`src/rtl/led_sched_pkg.sv`:
```
// led_sched_pkg: shared types and helpers for the LED bank scheduler.
// Holds the FSM state enum, default bank geometry and a one-hot helper.
package led_sched_pkg;

    typedef enum logic [1:0] {
        IDLE = 2'd0,
        SHOW = 2'd1,
        GAP  = 2'd2
    } state_t;

    localparam int LED_NLED  = 5;
    localparam int LED_PWM_W = 2;
    localparam int MAX_REQ   = 8;

    function automatic logic [MAX_REQ-1:0] onehot(input logic [2:0] idx);
        logic [MAX_REQ-1:0] v;
        v      = '0;
        v[idx] = 1'b1;
        return v;
    endfunction

endpackage

```
`src/rtl/led_sched_if.sv`:
```
// led_sched_if: requester-side and LED-side signals of the scheduler.
// master: requesters/pins side (drives REQ*); slave: scheduler (drives GNT, BUSY, LED).
interface led_sched_if
    import led_sched_pkg::*;
#(
    parameter int NREQ  = 4,
    parameter int NLED  = LED_NLED,
    parameter int PWM_W = LED_PWM_W
);
    logic [NREQ-1:0]       REQ;
    logic [NREQ*NLED-1:0]  REQ_PAT;
    logic [NREQ*PWM_W-1:0] REQ_LVL;
    logic [NREQ-1:0]       GNT;
    logic                  BUSY;
    logic [NLED-1:0]       LED;

    modport master (
        output REQ, REQ_PAT, REQ_LVL,
        input  GNT, BUSY, LED
    );

    modport slave (
        input  REQ, REQ_PAT, REQ_LVL,
        output GNT, BUSY, LED
    );
endinterface

```
`src/rtl/led_rr_arb.sv`:
```
// led_rr_arb: combinational round-robin picker.
// Ports: req (request vector), ptr (last winner) -> valid, winner (first set after ptr).
module led_rr_arb #(
    parameter int NREQ  = 4,
    parameter int IDX_W = $clog2(NREQ)
) (
    input  logic [NREQ-1:0]  req,
    input  logic [IDX_W-1:0] ptr,
    output logic             valid,
    output logic [IDX_W-1:0] winner
);
    int               idx;
    logic [IDX_W-1:0] idx_w;

    always_comb begin
        valid  = 1'b0;
        winner = '0;
        idx    = 0;
        idx_w  = '0;
        // Scan ptr+1 .. ptr+NREQ so the previous winner is considered last.
        for (int k = 1; k <= NREQ; k++) begin
            idx   = (int'(ptr) + k) % NREQ;
            idx_w = IDX_W'(idx);
            if (!valid && req[idx_w]) begin
                valid  = 1'b1;
                winner = idx_w;
            end
        end
    end
endmodule

```
`src/rtl/led_sched.sv`:
```
// led_sched: time-shares an LED bank between NREQ requesters (round-robin,
// minimum hold, blank gap, PWM brightness). Ports: CLK, RST_N (sync, active
// low), bus (led_sched_if.slave). Optional macro LED_SCHED_PREEMPT_EN lets
// requester 0 take the bank mid-SHOW without a gap.
module led_sched
    import led_sched_pkg::*;
#(
    parameter int NREQ     = 4,
    parameter int NLED     = LED_NLED,
    parameter int PWM_W    = LED_PWM_W,
    parameter int HOLD_CYC = 4194304,
    parameter int GAP_CYC  = 131072
) (
    input logic        CLK,
    input logic        RST_N,
    led_sched_if.slave bus
);
    localparam int IDX_W  = $clog2(NREQ);
    localparam int HOLD_W = (HOLD_CYC > 1) ? $clog2(HOLD_CYC) : 1;
    localparam int GAP_W  = (GAP_CYC > 1) ? $clog2(GAP_CYC) : 1;
    localparam logic [HOLD_W-1:0] HOLD_LD = HOLD_W'(HOLD_CYC - 1);
    localparam logic [GAP_W-1:0]  GAP_LD  = GAP_W'(GAP_CYC - 1);

    state_t             state_q, state_d;
    logic [IDX_W-1:0]   owner_q, owner_d;
    logic [IDX_W-1:0]   ptr_q, ptr_d;
    logic [HOLD_W-1:0]  hold_q, hold_d;
    logic [GAP_W-1:0]   gap_q, gap_d;
    logic [PWM_W-1:0]   pwm_q, pwm_d;
    logic [NLED-1:0]    pat_q, pat_d;
    logic [PWM_W-1:0]   lvl_q, lvl_d;
    logic [NREQ-1:0]    gnt_q, gnt_d;
    logic               busy_q, busy_d;
    logic [NLED-1:0]    led_q, led_d;

    logic               arb_valid;
    logic [IDX_W-1:0]   arb_win;
    logic [MAX_REQ-1:0] own_oh, nxt_oh;
    logic               others;
    logic               preempt;
    logic [NLED-1:0]    lit;

    led_rr_arb #(
        .NREQ  (NREQ),
        .IDX_W (IDX_W)
    ) u_arb (
        .req    (bus.REQ),
        .ptr    (ptr_q),
        .valid  (arb_valid),
        .winner (arb_win)
    );

    always_comb begin
        state_d = state_q;
        owner_d = owner_q;
        ptr_d   = ptr_q;
        hold_d  = hold_q;
        gap_d   = gap_q;
        pat_d   = pat_q;
        lvl_d   = lvl_q;
        led_d   = '0;
        pwm_d   = pwm_q + PWM_W'(1);

        own_oh = onehot(3'(owner_q));
        others = |(bus.REQ & ~own_oh[NREQ-1:0]);
        lit    = pat_q & {NLED{pwm_q <= lvl_q}};
`ifdef LED_SCHED_PREEMPT_EN
        preempt = bus.REQ[0] && (owner_q != '0);
`else
        preempt = 1'b0;
`endif

        unique case (state_q)
            IDLE: begin
                if (arb_valid) begin
                    state_d = SHOW;
                    owner_d = arb_win;
                    ptr_d   = arb_win;
                    hold_d  = HOLD_LD;
                    pat_d   = bus.REQ_PAT[int'(arb_win)*NLED +: NLED];
                    lvl_d   = bus.REQ_LVL[int'(arb_win)*PWM_W +: PWM_W];
                end
            end
            SHOW: begin
                led_d = lit;
                if (preempt) begin
                    // Direct hand-over to requester 0, no blank gap.
                    owner_d = '0;
                    ptr_d   = '0;
                    hold_d  = HOLD_LD;
                    pat_d   = bus.REQ_PAT[NLED-1:0];
                    lvl_d   = bus.REQ_LVL[PWM_W-1:0];
                end else if (!bus.REQ[owner_q] ||
                             (hold_q == '0 && others)) begin
                    state_d = GAP;
                    gap_d   = GAP_LD;
                    led_d   = '0;
                end else if (hold_q != '0) begin
                    hold_d = hold_q - HOLD_W'(1);
                end else begin
                    // Sole requester at expiry: extend, snapshot kept.
                    hold_d = HOLD_LD;
                end
            end
            GAP: begin
                if (gap_q == '0) begin
                    state_d = IDLE;
                end else begin
                    gap_d = gap_q - GAP_W'(1);
                end
            end
            default: state_d = IDLE;
        endcase

        nxt_oh = onehot(3'(owner_d));
        gnt_d  = (state_d == SHOW) ? nxt_oh[NREQ-1:0] : '0;
        busy_d = (state_d != IDLE);
    end

    always_ff @(posedge CLK) begin
        if (!RST_N) begin
            state_q <= IDLE;
            owner_q <= '0;
            ptr_q   <= IDX_W'(NREQ - 1);
            hold_q  <= '0;
            gap_q   <= '0;
            pwm_q   <= '0;
            pat_q   <= '0;
            lvl_q   <= '0;
            gnt_q   <= '0;
            busy_q  <= 1'b0;
            led_q   <= '0;
        end else begin
            state_q <= state_d;
            owner_q <= owner_d;
            ptr_q   <= ptr_d;
            hold_q  <= hold_d;
            gap_q   <= gap_d;
            pwm_q   <= pwm_d;
            pat_q   <= pat_d;
            lvl_q   <= lvl_d;
            gnt_q   <= gnt_d;
            busy_q  <= busy_d;
            led_q   <= led_d;
        end
    end

    assign bus.GNT  = gnt_q;
    assign bus.BUSY = busy_q;
    assign bus.LED  = led_q;
endmodule

```
`src/flat_wrapper.sv`:
```
// flat-port wrapper written by rule: the top's interface ports become plain ports
module led_sched_flat import led_sched_pkg::*;
#(
    parameter int NREQ     = 4,
    parameter int NLED     = LED_NLED,
    parameter int PWM_W    = LED_PWM_W,
    parameter int HOLD_CYC = 4194304,
    parameter int GAP_CYC  = 131072
)
  (CLK, RST_N, bus_REQ, bus_REQ_PAT, bus_REQ_LVL, bus_GNT, bus_BUSY, bus_LED);
  led_sched_if #(.NREQ(NREQ), .NLED(NLED), .PWM_W(PWM_W)) bus_i ();
  input logic CLK;
  input logic RST_N;
  input wire logic [$bits(bus_i.REQ)-1:0] bus_REQ;
  input wire logic [$bits(bus_i.REQ_PAT)-1:0] bus_REQ_PAT;
  input wire logic [$bits(bus_i.REQ_LVL)-1:0] bus_REQ_LVL;
  output wire logic [$bits(bus_i.GNT)-1:0] bus_GNT;
  output wire logic [$bits(bus_i.BUSY)-1:0] bus_BUSY;
  output wire logic [$bits(bus_i.LED)-1:0] bus_LED;
  assign bus_i.REQ = bus_REQ;
  assign bus_i.REQ_PAT = bus_REQ_PAT;
  assign bus_i.REQ_LVL = bus_REQ_LVL;
  assign bus_GNT = bus_i.GNT;
  assign bus_BUSY = bus_i.BUSY;
  assign bus_LED = bus_i.LED;
  led_sched #(.NREQ(NREQ), .NLED(NLED), .PWM_W(PWM_W), .HOLD_CYC(HOLD_CYC), .GAP_CYC(GAP_CYC)) u_core (.CLK(CLK), .RST_N(RST_N), .bus(bus_i));
endmodule
```
`config.mk`:
```
export PLATFORM = sky130hd
export DESIGN_NAME = led_sched_flat
export DESIGN_NICKNAME = d
export VERILOG_FILES = /design/src/rtl/led_sched_pkg.sv /design/src/rtl/led_sched_if.sv /design/src/rtl/led_rr_arb.sv /design/src/rtl/led_sched.sv /design/src/flat_wrapper.sv
export SDC_FILE = /design/constraint.sdc
export NUM_CORES = 1
export LEC_CHECK = 0
export ABC_AREA = 1
export ABC_CLOCK_PERIOD_IN_PS = 3600
export CAP_MARGIN = 5
export CORE_MARGIN = 5
export CORE_UTILIZATION = 25
export CTS_CLUSTER_SIZE = 24
export DETAILED_ROUTE_END_ITERATION = 6
export MAX_ROUTING_LAYER = met4
export PLACE_DENSITY = 0.45
export SLEW_MARGIN = 0
export SYNTH_ARGS = -nofsm -noshare
export SYNTH_HDL_FRONTEND = slang
export SYNTH_HIERARCHICAL = 1
export SYNTH_SLANG_ARGS = --single-unit
export TNS_END_PERCENT = 5
```
`constraint.sdc`:
```
create_clock -name CLK -period 3.6 [get_ports CLK]
set_clock_uncertainty 0.15 [all_clocks]
set_input_delay 0.36 -clock CLK [delete_from_list [all_inputs] [get_ports CLK]]
set_output_delay 0.36 -clock CLK [all_outputs]
set_load 0.01 [all_outputs]
```
==> results.txt <==
Outcome - finished clean
Remaining DRCs - 0
Max-slew headroom - 0.539
Number of synthesized flops with an enable pin - 0
Area delta synth->final - 21.6%
Worst-path clk slew - 0.06 ns
Combinational Power Share - 0.595
Setup repair after global routing missed its margin - false
Hold_buf cts - 0
Post-CTS Repair Setup Buffers - 0
Die area - 19600 µm²
Initial Util - 0.255
Skew-Pair Late Insertion Delay - 0.34 ns
Global-route wire length before repair - 19800 µm
Antenna Violating Nets Remaining - 0
Seq/Total Area, Yosys - 0.303
I/O Pins - 44
TritonRoute pass-1 iters - 5
Top layer in use - met4
Nets - 747
Post-synth net total - 714
Global Route Usage Sum - 0.123
Max-cap violations - 0
Avg WL per Cell - 12.4 µm
Initial antenna violation count - 0
Met3 routed WL - 477 µm
Detailed placement HPWL - 8310 µm
Grt total ovfl - 0
FMAX - 354 MHz
Post-synth top cells - nand2_1 (169), nor2_1 (94), dfxtp_1 (64), nand3_1 (64), inv_1 (60)
Hold path startpoint - u_core/pat_q[4]
TNS Setup - 0 ns
Pwr dens - 1040 nW/µm²
Antenna diodes - 0
Final period util - 0.784
Lkg Pwr - 2.15 nW
CTS tree - built
Share of flip-flops with an asynchronous set or reset - 0
Post-CTS sizing - 0
Routed Wire Length - 11600 µm
Std cell rows - 47
Share of cells above drive strength 1 - 0.0959
Synth top area share - 0.303
Min cycle time layout - 2.82 ns
Worst Setup Start Kind - flip-flop
Final setup vio count - 0
Cells after synthesis - 671
CTS Buf Count - 9
Arrival @ worst endpoint - 2.97 ns
Yosys reg bits - 64
Cell-internal power - 0.00263 W
Die X - 140 µm
Core Area - 16600 µm²
WL met2 - 5160 µm
Crit path kind - reg -> reg
Sw frac - 0.505
Synth top area cells - dfxtp_1 (30%), nand2_1 (15%), nor2_1 (8.4%), nand3_1 (7.6%), a21oi_1 (5.7%)
Via count - 4371
Slew Viols, Final - 0
Filler cells - 1823
Height of the die - 140 µm
RePlAce Congestion - 0.809
Sequential share of power - 0.240
Iter 0 DRT Violations - 182
Crit path max fanout - 16
Vias per std cell - 4.71
Sink Count - 64
Maximum number of pins on one net before global-route repair - 37
Post-synth top area cell - dfxtp_1
Most frequent cell after synthesis - nand2_1
Min-Delay Path Class - reg -> reg
CP Data Required Time - 3.74 ns
Fin. Hold Viols - 0
Number of global-route vias before repair - 4121
Synthesized area - 4230 µm²
Worst slew pin tran - 0.692 ns
Sw Pwr - 0.00269 W
Placed cell count - 913
Maximum VDD drop - 0.000310 V
Critical Path Sink Type - flip-flop
Fin cells - 929
Clk Tree Root Cell - clkbuf_16
Yosys Warn Count - 6
FF-to-FF Start - u_core/ptr_q[0]
H-tree depth - 3
Routed met1 length - 5800 µm
Clk buf depth - 2
CP Launch Point - u_core/ptr_q[0]
Port Buffers - 43
Average size of a mapped cell - 6.30 µm²
Clock power share - 0.165
Top FF cell, synth - dfxtp_1
Synth cell types - 32
cells by family after synthesis:
| kind of cell | Yosys count | share of synthesized area |
|---|---|---|
| multiplexers | 1 | 0.00237 |
| AO/OA/AOI/OAI | 83 | 0.106 |
| XOR/XNOR | 1 | 0.00207 |
| AND/OR/NAND/NOR | 422 | 0.468 |
| buffers and inverters | 91 | 0.0909 |
| adder cells (fa/ha/maj) | 9 | 0.0267 |
| flip-flops | 64 | 0.303 |
sequential cells by signal, summed over array words and instances, names as in the netlist:
| signal | count |
|---|---|
| u_core/bus.GNT | 4 |
| u_core/owner_q | 2 |
| u_core/hold_q | 22 |
| u_core/lvl_q | 2 |
| u_core/pwm_q | 2 |
| u_core/state_q | 2 |
| u_core/ptr_q | 2 |
| u_core/pat_q | 5 |
| u_core/bus.LED | 5 |
| u_core/bus.BUSY | 1 |
| u_core/gap_q | 17 |
placed cells by master (no fill, tap or decap), drive strengths merged:
cell type / netlist / layout
a21oi: 49 / 49
buf: 9 / 7
bufinv: 0 / 1
clkbuf: 19 / 9
clkdlybuf4s50: 0 / 43
clkinv: 0 / 4
clkinvlp: 0 / 2
dfxtp: 64 / 64
ha: 9 / 9
inv: 63 / 63
mux2i: 1 / 1
nand2: 188 / 188
nand3: 66 / 66
nand3b: 10 / 10
nand4: 38 / 38
nor2: 101 / 101
nor3: 7 / 7
o21a: 1 / 1
o21ai: 25 / 25
o221ai: 1 / 1
o22ai: 1 / 1
o32ai: 6 / 6
or2: 12 / 12
xnor2: 1 / 1
power groups by stage:
stage | Sequential [W] | Combinational [W] | Clock (W)
final | 0.00128 | 0.00316 | 0.000878
after global routing | 0.00132 | 0.00362 | 0.000944
after CTS | 0.00128 | 0.00317 | 0.000911
after floorplan | 0.00121 | 0.00256 | 0
after detailed placement | 0.00129 | 0.00316 | 0
after global placement | 0.00129 | 0.00313 | 0
area by class of cell:
cell class / count / area (µm²) / share of cell area
Multi-Input combinational cell: 516 / 2560 / 0.498
Sequential cell: 64 / 1280 / 0.249
Timing Repair Buffer: 50 / 483 / 0.0940
Tap cell: 220 / 275 / 0.0536
Inverter: 63 / 241 / 0.0470
Clock buffer: 9 / 225 / 0.0438
Clock inverter: 7 / 72.6 / 0.0141
metal layers:
| metal | vias up | global-route usage |
|---|---|---|
| li1 | 2268 | - |
| met1 | 1988 | 0.163 |
| met3 | 8 | 0.0259 |
| met2 | 107 | 0.187 |
| met4 | 0 | 0.0418 |
| met5 | - | - |
worst max-delay path: stages, from the launching register on:
cell,delay [ns]
dfxtp_1,0.60
nand2_1,0.19
nand2_4,0.13
nand2_4,0.06
nand2_4,0.08
nor2_1,0.05
a21oi_1,0.12
nand3_1,0.41
inv_1,0.47
nor2_1,0.08
o32ai_1,0.27
o21ai_0,0.11
inv_1,0.05
final timing paths:
| check | slack [ns] | end | cells after the start |
|---|---|---|---|
| worst min register to register | 0.29 | u_core/bus.LED[4] | 2 |
| worst min-delay path | 0.29 | u_core/bus.LED[4] | 2 |
| worst max register to register | 0.78 | u_core/pat_q[3] | 12 |
| worst max-delay path | 0.78 | u_core/pat_q[3] | 12 |
through the flow:
stage / instance area (µm²) / hold slack [ns] / power, W / worst slack (ns) / utilization
final: 5140 / 0.293 / 0.00532 / 0.778 / 0.310
after global routing: 5140 / 0.329 / 0.00589 / 0.418 / 0.310
after global placement: 4840 / 0.284 / 0.00442 / 0.667 / 0.292
after detailed placement: 4840 / 0.291 / 0.00445 / 0.551 / 0.292
after CTS: 5140 / 0.299 / 0.00536 / 0.797 / 0.310
after floorplan: 4230 / 0.274 / 0.00377 / 1.49 / -
Note: power is estimated with default switching activity, not from simulation.
